[config.mk]
export PLATFORM = sky130hd
export DESIGN_NAME = race_sequencer
export DESIGN_NICKNAME = d
export VERILOG_FILES = /design/src/rtl/race_sequencer.sv
export SDC_FILE = /design/constraint.sdc
export NUM_CORES = 1
export LEC_CHECK = 0
export ABC_AREA = 1
export CAP_MARGIN = 40
export CORE_MARGIN = 1
export CORE_UTILIZATION = 42
export CTS_BUF_LIST = sky130_fd_sc_hd__clkbuf_16
export CTS_CLUSTER_DIAMETER = 200
export DETAILED_ROUTE_END_ITERATION = 8
export GPL_TIMING_DRIVEN = 0
export PLACE_DENSITY = 0.67
export SETUP_SLACK_MARGIN = 0.15
export SYNTH_ARGS = -nofsm -noshare
export SYNTH_HDL_FRONTEND = slang
export SYNTH_SLANG_ARGS = --single-unit
[constraint.sdc]
create_clock -name clk -period 3.75 [get_ports clk]
set_input_delay 0.9375 -clock clk [delete_from_list [all_inputs] [get_ports clk]]
set_output_delay 0.9375 -clock clk [all_outputs]
set_load 0.02 [all_outputs]
[src/rtl/race_sequencer.sv]
// Race flow controller: IDLE -> COUNTDOWN -> RACING -> FINISH, with lap counting, winner and race timer.
// All outputs registered, one cycle from event to output; no flow control, start is a one-cycle pulse.
module race_sequencer #(
  parameter int unsigned TICKS_PER_SEC = 100000000,
  parameter int unsigned LAPS          = 3,
  parameter int unsigned FIN_X0        = 10,
  parameter int unsigned FIN_X1        = 30,
  parameter int unsigned FIN_Y0        = 115,
  parameter int unsigned FIN_Y1        = 135,
  parameter int unsigned CHK_X0        = 150,
  parameter int unsigned CHK_X1        = 170,
  parameter int unsigned CHK_Y0        = 20,
  parameter int unsigned CHK_Y1        = 60
) (
  input  logic       clk,
  input  logic       rst,
  input  logic       start,
  input  logic [9:0] p1_x,
  input  logic [9:0] p1_y,
  input  logic [9:0] p2_x,
  input  logic [9:0] p2_y,
  output logic [2:0] state,
  output logic [1:0] countdown,
  output logic [2:0] p1_lap,
  output logic [2:0] p2_lap,
  output logic [1:0] winner,
  output logic [9:0] race_sec
);

  localparam logic [2:0] S_IDLE = 3'd0;
  localparam logic [2:0] S_CD   = 3'd1;
  localparam logic [2:0] S_RACE = 3'd4;
  localparam logic [2:0] S_FIN  = 3'd5;

  localparam int unsigned   TW       = (TICKS_PER_SEC > 1) ? $clog2(TICKS_PER_SEC) : 1;
  localparam logic [TW-1:0] TICK_MAX = TW'(TICKS_PER_SEC - 1);
  localparam logic [2:0]    LAPS_L   = 3'(LAPS);
  localparam logic [9:0]    FX0 = 10'(FIN_X0), FX1 = 10'(FIN_X1), FY0 = 10'(FIN_Y0), FY1 = 10'(FIN_Y1);
  localparam logic [9:0]    CX0 = 10'(CHK_X0), CX1 = 10'(CHK_X1), CY0 = 10'(CHK_Y0), CY1 = 10'(CHK_Y1);

  logic [2:0]    state_q, state_d;
  logic [1:0]    cd_q, cd_d;
  logic [2:0]    l1_q, l1_d, l2_q, l2_d;
  logic [1:0]    win_q, win_d;
  logic [9:0]    sec_q, sec_d;
  logic [TW-1:0] tick_cnt_q, tick_cnt_d;
  logic          chk1_q, chk1_d, chk2_q, chk2_d;
  logic          fin1_q, fin1_d, fin2_q, fin2_d;
  logic          tick, clr_all, lap1_ev, lap2_ev, done1, done2;
  logic          in_fin1, in_fin2, in_chk1, in_chk2;

  function automatic logic in_box(input logic [9:0] x, input logic [9:0] y,
                                  input logic [9:0] x0, input logic [9:0] x1,
                                  input logic [9:0] y0, input logic [9:0] y1);
    return (x >= x0) && (x <= x1) && (y >= y0) && (y <= y1);
  endfunction

  assign in_fin1 = in_box(p1_x, p1_y, FX0, FX1, FY0, FY1);
  assign in_fin2 = in_box(p2_x, p2_y, FX0, FX1, FY0, FY1);
  assign in_chk1 = in_box(p1_x, p1_y, CX0, CX1, CY0, CY1);
  assign in_chk2 = in_box(p2_x, p2_y, CX0, CX1, CY0, CY1);
  assign tick    = (tick_cnt_q == TICK_MAX);

  always_comb begin
    state_d = state_q;
    cd_d    = cd_q;
    l1_d    = l1_q;
    l2_d    = l2_q;
    win_d   = win_q;
    sec_d   = sec_q;
    chk1_d  = chk1_q;
    chk2_d  = chk2_q;
    fin1_d  = fin1_q;
    fin2_d  = fin2_q;
    clr_all = 1'b0;
    lap1_ev = 1'b0;
    lap2_ev = 1'b0;
    done1   = 1'b0;
    done2   = 1'b0;

    case (state_q)
      S_IDLE: begin
        clr_all = 1'b1;
        if (start) state_d = S_CD;
      end
      S_CD: begin
        if (tick) begin
          if (cd_q == 2'd1) begin
            state_d = S_RACE;
            cd_d    = 2'd0;
            fin1_d  = 1'b0;
            fin2_d  = 1'b0;
          end else begin
            cd_d = cd_q - 2'd1;
          end
        end
      end
      S_RACE: begin
        if (tick && sec_q != 10'd999) sec_d = sec_q + 10'd1;
        // A lap needs a fresh entry into the finish box after touching the checkpoint.
        lap1_ev = in_fin1 && !fin1_q && chk1_q && (l1_q != LAPS_L);
        lap2_ev = in_fin2 && !fin2_q && chk2_q && (l2_q != LAPS_L);
        fin1_d  = in_fin1;
        fin2_d  = in_fin2;
        chk1_d  = lap1_ev ? 1'b0 : (chk1_q | in_chk1);
        chk2_d  = lap2_ev ? 1'b0 : (chk2_q | in_chk2);
        l1_d    = l1_q + {2'b00, lap1_ev};
        l2_d    = l2_q + {2'b00, lap2_ev};
        done1   = (l1_d == LAPS_L);
        done2   = (l2_d == LAPS_L);
        if (done1 && done2) win_d = 2'd3;
        else if (done1)     win_d = 2'd1;
        else if (done2)     win_d = 2'd2;
        if (win_d != 2'd0) state_d = S_FIN;
      end
      S_FIN: begin
        if (start) begin
          state_d = S_IDLE;
          clr_all = 1'b1;
        end
      end
      default: begin
        state_d = S_IDLE;
        clr_all = 1'b1;
      end
    endcase

    if (clr_all) begin
      cd_d   = (state_d == S_CD) ? 2'd3 : 2'd0;
      l1_d   = 3'd0;
      l2_d   = 3'd0;
      win_d  = 2'd0;
      sec_d  = 10'd0;
      chk1_d = 1'b0;
      chk2_d = 1'b0;
      fin1_d = 1'b0;
      fin2_d = 1'b0;
    end

    // Every state entry restarts the second timebase.
    if (state_d != state_q || tick) tick_cnt_d = '0;
    else                            tick_cnt_d = tick_cnt_q + TW'(1);
  end

  always_ff @(posedge clk) begin
    if (rst) begin
      state_q    <= S_IDLE;
      cd_q       <= 2'd0;
      l1_q       <= 3'd0;
      l2_q       <= 3'd0;
      win_q      <= 2'd0;
      sec_q      <= 10'd0;
      tick_cnt_q <= '0;
      chk1_q     <= 1'b0;
      chk2_q     <= 1'b0;
      fin1_q     <= 1'b0;
      fin2_q     <= 1'b0;
    end else begin
      state_q    <= state_d;
      cd_q       <= cd_d;
      l1_q       <= l1_d;
      l2_q       <= l2_d;
      win_q      <= win_d;
      sec_q      <= sec_d;
      tick_cnt_q <= tick_cnt_d;
      chk1_q     <= chk1_d;
      chk2_q     <= chk2_d;
      fin1_q     <= fin1_d;
      fin2_q     <= fin2_d;
    end
  end

  assign state     = state_q;
  assign countdown = cd_q;
  assign p1_lap    = l1_q;
  assign p2_lap    = l2_q;
  assign winner    = win_q;
  assign race_sec  = sec_q;

endmodule

==> flow_summary.yaml <==
outcome:
  status: "completed"
worst_setup_path:
  cp.depth: 19
  slowest_delay_ps: 450
  required_ps: 3990
  cp_common_cell: "nand2_1"
  cp_max_fo: 10
  cpLargestDelayFamily: "simple AND/OR/NAND/NOR gates"
  crit_slowest_cell: "clkdlybuf4s50_1"
  crit_buf_inv: 3
  rr_startpoint: "p2_lap[2]$_SDFFE_PP0P_"
  critPathCapture: "tick_cnt_q[21]$_SDFF_PP0_"
  crit_path_start: "p2_y[3]"
  cp-start-kind: "input pin"
  path_class: "input pin to register"
  reg2regPathDepth: 17
  ff2ff_setup_slack_ps: 1440
  critPathCaptureType: "register"
  r2r-end: "tick_cnt_q[21]$_SDFF_PP0_"
  crit_arrival_ps: 3600
  cp_cell_sequence: "clkdlybuf4s50_1 > nor2_1 > nand2_1 > a31oi_1 > nor3_4 > nand2_1 > inv_1 > ha_1 > ha_1 > nand2_1 > nand3b_1 > nand2_1 > a21oi_2 > nor2_2 > nand2_2 > nand2_4 > nand2_8 > clkbuf_16 > nor2_4"
layout:
  num-nets-final: 632
  final_layout_size_suffix_gt1_frac: 0.108
  final_util: 0.566
  area.growth.synth_to_final_pct: 28.1
  diodes: 0
sta:
  setup_viol: 0
  fmax_ghz: 0.297
  timing.final.crit_share: 0.897
  clock_skew_ps: 6.90
  rsz0062_at_grt: "no"
  period_minus_slack_ps: 3360
  tns_ps: 0
  slew_viol_final: 0
  hold_viol_final: 0
  hold_slack_ps: 469
synth:
  synth.most_common_cell: "nand2_1"
  syn_inst: 508
  synth_ff_type: "dfxtp_1"
  yosysWarnings: 0
  avgSynthCellArea_um2: 6.87
  synth.distinct_cells: 32
  synth_top_area_cell: "dfxtp_1"
  synth-edff-count: 0
  syn_nets: 558
  ys_seq_area_frac: 0.310
  synthTopCellsByArea: "dfxtp_1, nand2_1, nor2_4"
  synthTopCellsByCount: "nand2_1, inv_1, nor2_1"
  synth-async-reset-ratio: 0
  synth_seq_cells: 54
  synth_area_um2: 3490
  yosys.area.top_type_share: 0.310
cts:
  insertion_delay_ps: 290
  clock_sinks: 54
  htreeDepth: 2
  clk_path_buf_depth: 2
  clk_pin_slew_ps: 70
  cts_buffers: 5
  cts_root_buf: "clkbuf_16"
  ctsHoldBuffers: 0
  tritoncts: "done"
placed_design:
  io_buffer_count: 65
  gp_congestion: 0.833
  post-dp-hpwl_um: 6290
detailed_routing:
  num_vias: 3408
  drt_iter0_drc: 103
  wirelength_um: 8240
  remaining_drc_errors: 0
  drtAntennaViolNets: 0
  detail_route.wl_per_cell_um: 12.0
  firstDrtPassIters: 4
  vias_per_cell: 4.98
global_routing:
  grt_start_max_net_pins: 17
  antenna_found_initial: 0
  grt_util_all_layers: 0.194
  grt_pass1_wl_um: 13700
  grt_pass1_vias: 3133
  grt_overflow: 0
min_path:
  min_path_type: "register to register"
power_and_ir_drop:
  peakVddDrop_mv: 0.167
  powerDensity_nw_per_um2: 261
  power.leakage_nw: 1.67
floorplanning:
  initial_core_util: 0.442
  io_pins: 66
  fp-row-count: 32
  die_area_um2: 8670
  die_w_um: 93.1
  die_y_um: 93.1
  coreArea_um2: 7890
flow_run:
  drv_cap: 0
## tightest hold or removal path, delay by kind of cell (launching register included)
kind	cells	cell delay [ps]
DFF	1	320
and+or+nand+nor	1	60
AOI/OAI and AO/OA	1	50
## layer usage
metal | part of all wire | up-vias | global-route usage | wire [µm]
met4 | 0.013 | 0 | 0.0551 | 106
met5 | 0 | - | 0 | 0
met3 | 0.068 | 10 | 0.0398 | 557
met1 | 0.46 | 1533 | 0.242 | 3760
met2 | 0.46 | 103 | 0.336 | 3820
li1 | - | 1762 | - | -
## layout make-up
cell class	instances	area [µm²]
sequential	54	1080
clock inverter	3	17.5
buffer	10	78.8
timing repair buffer	67	683
fill	765	3420
multi-input combinational	370	2080
inverter	74	278
clock buffer	5	125
tap	102	128
## power by group
group	total [mW]	switching [mW]	internal, mW
Sequential	0.580	0.00356	0.577
Combinational	0.131	0.0615	0.0695
Clock	0.456	0.211	0.246
Total	1.17	0.276	0.892
## through the flow
stage | cell area (µm²) | power (mW) | instances | worst slack [ps]
2_1_floorplan | 3490 | 0.652 | 508 | 758
3_3_place_gp | 4270 | 0.715 | 675 | -63.5
3_5_place_dp | 4270 | 0.718 | 675 | -99.9
4_1_cts | 4410 | 1.17 | 683 | 208
5_1_grt | 4470 | 1.21 | 685 | 152
6_report | 4470 | 1.17 | 685 | 387
## state kept, by name, summed over array words and instances, names as in the netlist
signal      flops
winner          2
race_sec       10
fin2_q          1
chk2_q          1
p2_lap          3
fin1_q          1
countdown       2
chk1_q          1
tick_cnt_q     27
state           3
p1_lap          3
## worst min-delay path by stage
stage	startpoint	endpoint	slack, ps	depth (start not counted)
floorplan	fin1_q$_SDFFE_PP0P_	fin1_q$_SDFFE_PP0P_	440	2
global placement	tick_cnt_q[0]$_SDFF_PP0_	tick_cnt_q[0]$_SDFF_PP0_	450	1
detailed placement	fin2_q$_SDFFE_PP0P_	fin2_q$_SDFFE_PP0P_	460	2
CTS	fin2_q$_SDFFE_PP0P_	fin2_q$_SDFFE_PP0P_	470	2
global route	fin2_q$_SDFFE_PP0P_	fin2_q$_SDFFE_PP0P_	490	2
finish	fin2_q$_SDFFE_PP0P_	fin2_q$_SDFFE_PP0P_	470	2
## placed cells by master (no fill, tap or decap), types with 4 or more instances in the layout
| cell type | count |
|---|---|
| dfxtp_1 | 54 |
| ha_1 | 7 |
| clkbuf_16 | 6 |
| nor2_2 | 5 |
| inv_1 | 68 |
| nor2_4 | 23 |
| buf_2 | 4 |
| xnor2_1 | 13 |
| nor3_1 | 14 |
| nand2_1 | 109 |
| nand2_2 | 4 |
| clkdlybuf4s50_1 | 65 |
| xor2_1 | 18 |
| o21ai_0 | 11 |
| nand4_1 | 24 |
| a21oi_1 | 25 |
| inv_2 | 7 |
| nor2_1 | 64 |
| nand3_1 | 29 |
## cell families (layout without fill, tap and decap cells)
group                    Yosys count  in the layout  synth area share
AND/OR/NAND/NOR                  284            284             0.410
other                              1              1           0.00108
adder cells (fa/ha/maj)            7              7            0.0251
AO/OA/AOI/OAI                     47             47            0.0735
XOR/XNOR                          31             31            0.0778
flip-flops                        54             54             0.310
buffers and inverters             84            159             0.102
## what timing repair did
action	CTS	global route
setup endpoints to repair	0	27
setup buffers	0	1
gates resized for setup	0	5
No activity file was read; power rests on OpenSTA's default activity.
